$ cat config.mk
export PLATFORM = sky130hd
export DESIGN_NAME = gsx_input_filter
export DESIGN_NICKNAME = d
export VERILOG_FILES = /design/src/rtl/gsx_input_filter.sv
export SDC_FILE = /design/constraint.sdc
export NUM_CORES = 1
export LEC_CHECK = 0
export CAP_MARGIN = 5
export CORE_MARGIN = 10
export CORE_UTILIZATION = 30
export CTS_BUF_LIST = sky130_fd_sc_hd__clkbuf_4 sky130_fd_sc_hd__clkbuf_8
export CTS_CLUSTER_SIZE = 40
export DETAILED_ROUTE_END_ITERATION = 7
export PLACE_DENSITY = 0.53
export SLEW_MARGIN = 20
export SYNTH_ARGS = -nofsm -noshare
export SYNTH_HDL_FRONTEND = slang
export SYNTH_SLANG_ARGS = --single-unit
$ cat constraint.sdc
create_clock -name iClk -period 2.69 [get_ports iClk]
set_input_delay 0.538 -clock iClk [delete_from_list [all_inputs] [get_ports iClk]]
set_output_delay 0.538 -clock iClk [all_outputs]
set_load 0.01 [all_outputs]
$ cat src/rtl/gsx_input_filter.sv
// rtl/gsx_input_filter.sv - frame-coherent glitch filter for the SGPIO receive vector
// Snapshots the receive vector on each load-strobe falling edge and accepts it after MATCH_COUNT identical frames.
module gsx_input_filter #(
  parameter int TOTAL_INPUT_MODULES = 3,
  parameter int MATCH_COUNT         = 3,
  parameter int TIMEOUT_CYCLES      = 2048
) (
  input  logic                               iClk,
  input  logic                               iRst,
  input  logic                               iSLoad,
  input  logic [TOTAL_INPUT_MODULES*8-1:0]   ivDataIn,
  output logic [TOTAL_INPUT_MODULES*8-1:0]   ovDataFiltered,
  output logic                               oValid,
  output logic                               oChangePulse,
  output logic [TOTAL_INPUT_MODULES*8-1:0]   ovChanged,
  output logic                               oStall
);

  localparam int W  = TOTAL_INPUT_MODULES * 8;
  localparam int TW = $clog2(TIMEOUT_CYCLES + 1);

  localparam logic [3:0]    MATCH_MAX   = 4'(MATCH_COUNT);
  localparam logic [TW-1:0] TIMEOUT_MAX = TW'(TIMEOUT_CYCLES);
  localparam logic [TW-1:0] TIMEOUT_PRE = TW'(TIMEOUT_CYCLES - 1);

  typedef enum logic {
    ACQUIRE = 1'b0,
    LOCKED  = 1'b1
  } filterState_t;

  filterState_t   rState;
  filterState_t   wNextState;

  logic [1:0]     rSLoadSync;
  logic           rSLoadDly;
  logic [W-1:0]   rData;
  logic [W-1:0]   rCand;
  logic [3:0]     rCnt;
  logic [TW-1:0]  rTimer;

  logic           wFe;
  logic           wMatch;
  logic           wTimeoutHit;
  logic           wUpdate;
  logic [3:0]     wCntInc;
  logic [3:0]     wCntNext;

  // Frame boundary is the falling edge of the synchronised load strobe.
  assign wFe         = rSLoadDly & ~rSLoadSync[1];
  assign wTimeoutHit = ~wFe && (rTimer == TIMEOUT_PRE);
  assign oStall      = (rTimer == TIMEOUT_MAX);

  always_comb begin
    wMatch     = (rCnt != 4'd0) && (rData == rCand);
    // LOCKED implies the counter already sits at MATCH_COUNT, so it saturates there.
    wCntInc    = (rState == LOCKED) ? MATCH_MAX : rCnt + 4'd1;
    wCntNext   = rCnt;
    wNextState = rState;
    wUpdate    = 1'b0;

    if (wFe) begin
      wCntNext   = wMatch ? wCntInc : 4'd1;
      wNextState = (wCntNext == MATCH_MAX) ? LOCKED : ACQUIRE;
      wUpdate    = (wCntNext == MATCH_MAX) && ((rData != ovDataFiltered) || ~oValid);
    end else if (wTimeoutHit) begin
      wCntNext   = 4'd0;
      wNextState = ACQUIRE;
    end
  end

  always_ff @(posedge iClk) begin
    if (iRst) begin
      rState <= ACQUIRE;
    end else begin
      rState <= wNextState;
    end
  end

  always_ff @(posedge iClk) begin
    if (iRst) begin
      rSLoadSync     <= 2'b11;
      rSLoadDly      <= 1'b1;
      rData          <= '0;
      rCand          <= '0;
      rCnt           <= 4'd0;
      rTimer         <= '0;
      ovDataFiltered <= '0;
      ovChanged      <= '0;
      oValid         <= 1'b0;
      oChangePulse   <= 1'b0;
    end else begin
      rSLoadSync   <= {rSLoadSync[0], iSLoad};
      rSLoadDly    <= rSLoadSync[1];
      rData        <= ivDataIn;
      rCnt         <= wCntNext;
      oChangePulse <= wUpdate;

      if (wFe && ~wMatch) begin
        rCand <= rData;
      end

      if (wUpdate) begin
        ovDataFiltered <= rData;
        ovChanged      <= rData ^ ovDataFiltered;
        oValid         <= 1'b1;
      end

      if (wFe) begin
        rTimer <= '0;
      end else if (rTimer != TIMEOUT_MAX) begin
        rTimer <= rTimer + 1'b1;
      end
    end
  end

endmodule
==> impl_metrics.toml <==
[route]
drc_errors = 0
firstDrtPassIters = 4
finalWirelength_um = 13000
wl_per_cell_um = 15.4
ant_nets = 0
vias = 3779
vias_per_cell = 4.47
first_iter_violations = 191

[grt]
grt_pass1_wl_um = 21200
grt_pass1_vias = 3924
grt_use_met3_pct = 4.04
grtUsageMet1_pct = 14.1
gr-total-overflow = 0
use_met2_pct = 17.3
busiest_layer = "met2"
antenna_found_initial = 0
grt_usage_pct = 11.2
grt_max_degree = 56

[placed_design]
dpl.hpwl_um = 9700
gp_congestion = 0.779
io_buffers = 77

[cts]
clk_path_buf_depth = 2
clk_latency_ns = 0.43
htreeDepth = 4
numClockSinks = 118
ctsHoldBuffers = 0
cts_root_buf = "clkbuf_8"
clk_pin_slew_worst_paths_ns = 0.07
cts_tree = "done"
numCtsBuffers = 17

[synthesis]
ys_seq_area_share_pct = 44.4
yosys.area.top_type_share_pct = 44.4
synth_area_leaders = "dfxtp_1 (44%), nand2b_1 (14%), mux2i_1 (13%), xor2_1 (6.9%), nor2b_1 (3.1%)"
yosys.cell_types.count = 38
yosys.area.top_type = "dfxtp_1"
synth_async_sr_flop_share_pct = 0
yosys_warnings = 0
syn_nets = 565
synth-main-ff-cell = "dfxtp_1"
syn_area_per_cell_um2 = 9.95
netlist_instances = 534
synth_edf_count = 0
synth_area_mm2 = 0.00532
synth_most_common_cell = "nand2b_1"
synthTopCellsByCount = "nand2b_1 (119), dfxtp_1 (118), mux2i_1 (70), xor2_1 (42), nor2b_1 (26)"
synth_seq_cells = 118

[setup_path]
crit_arrival_ns = 1.94
cp.required_ns = 2.15
start_kind = "register"
path_max_fanout = 7
worstSetupPathType = "register to output pin"
rrSetupSlack_ns = 0.52
endpoint_kind = "output pin"

[power_and_ir_drop]
pwr_density_cell_mw_per_mm2 = 553
leakage_uw = 0.00273
vdd_ir_drop_max_mv = 0.278

[sta]
report.final.hold_viol_count = 0
fmax_ghz = 0.403
finalSetupViolations = 0
finalCritPeriodShare_pct = 92.2
slew_violations = 0
rsz0062_at_grt = "no"
slew-limit-headroom_pct = 64.1
finalCriticalPeriod_ns = 2.48
tns_ns = 0
clock_skew_ns = 0.0134
tightest_slew_ns = 0.536
whs_ns = 0.415

[die]
rows = 48
core_area_mm2 = 0.0174
die_y_um = 153
start_util_pct = 30.6
ioPinCount = 78
dieArea_mm2 = 0.0234
fp.dieW_um = 153

[cells_and_area]
drive_gt1_share_pct = 7.42
diodes = 0
regArea_mm2 = 0.00236
fillers = 1700
area_growth_pct = 25.7
fin_nets = 640
multiInputGateArea_mm2 = 0.00279

[outcome]
outcome = "complete, no violations"

[run]
max_cap_violations = 0

[worst_hold_path]
hp-class = "register to register"
## layout make-up
cell class              instances  area share (%)
well taps                     225            4.21
repair buffers                 83            12.4
flip-flops and latches        118            35.4
inverters                       7           0.393
multi-input cells             382            41.8
clock inverters                 8            1.48
clock buffers                  22            4.44
## timing repair
action	4_1_cts	5_1_grt
pin swaps	1	0
setup buffers	1	0
setup endpoints to repair	1	1
resized for setup	0	1
## where the power goes
part           leakage, µW  total [µW]  switching, µW  internal, µW
clock network     0.000200        1620            705           918
logic              0.00158         255            128           127
registers         0.000959        1810           33.8          1780
## critical path, cell delays in order, from the launching register on
cell             delay [ns]
dfxtp_1                0.37
inv_1                  0.08
ha_1                   0.13
nor4b_2                0.18
nand3_1                0.13
inv_1                  0.07
clkdlybuf4s50_1        0.53
## kinds of logic (layout without fill, tap and decap cells)
kind of cell,Yosys count,after routing,synth area share [%]
simple gates,228,228,25.8
flops,118,118,44.4
mux,72,72,13.6
xor+xnor,56,56,9.23
buf+inv,34,120,3.18
compound gates,22,22,2.80
fa+ha+maj,4,4,0.942
## state kept, by name, indices dropped and copies added, names as in the netlist
| name | flops |
|---|---|
| ovDataFiltered | 24 |
| rSLoadSync | 2 |
| rTimer | 12 |
| rCnt | 4 |
| oValid | 1 |
| rData | 24 |
| ovChanged | 24 |
| oChangePulse | 1 |
| rSLoadDly | 1 |
| rCand | 24 |
| rState | 1 |
## through the flow
stage	std cells	worst slack (ns)	power, µW	instance area, µm²	utilization, %
global route	845	0.0577	3850	6680	38.5
detailed placement	814	0.442	2110	6270	36.1
global placement	814	0.532	2110	6270	36.1
floorplan	534	0.813	2020	5320	-
CTS	845	0.111	3740	6680	38.5
finish	845	0.211	3690	6680	38.5
## worst paths after layout
kind              depth (start not counted)          start             to
setup / recovery                          6      rTimer[0]         oStall
hold / removal                            1  rSLoadSync[0]  rSLoadSync[1]
setup reg to reg                          6      rData[16]      rCand[15]
hold reg to reg                           1  rSLoadSync[0]  rSLoadSync[1]
## per-layer routing
| layer | share of wire [%] | vias to the layer above | wire length [µm] |
|---|---|---|---|
| met5 | 0 | - | 0 |
| met4 | 1.7 | 0 | 226 |
| met3 | 5.4 | 18 | 699 |
| met2 | 45 | 66 | 5910 |
| met1 | 48 | 1768 | 6210 |
| li1 | - | 1927 | - |
## layout by cell type, fill, tap and decap left out, drive strengths merged
master         netlist  routed
inv                  7       7
mux2i               70      70
or2                  3       3
buf                  8       7
and3                 2       2
a311oi               1       1
nand4                8       8
nor2                20      20
a21oi               10      10
and4                 2       2
nand2               12      12
nor2b               26      26
clkbuf              19      22
o21ai                6       6
mux2                 2       2
a41oi                1       1
a22o                 1       1
or4                  1       1
xnor2               14      14
nor4b                5       5
dfxtp              118     118
nand4b               1       1
nor3                 4       4
xor2                42      42
or3                  3       3
o311ai               1       1
nand3                9       9
clkinvlp             0       2
nor4                12      12
clkdlybuf4s50        0      76
o31a                 1       1
and2                 1       1
o211ai               1       1
ha                   4       4
clkinv               0       4
bufinv               0       2
nand2b             119     119
No activity file was read; power rests on OpenSTA's default activity.
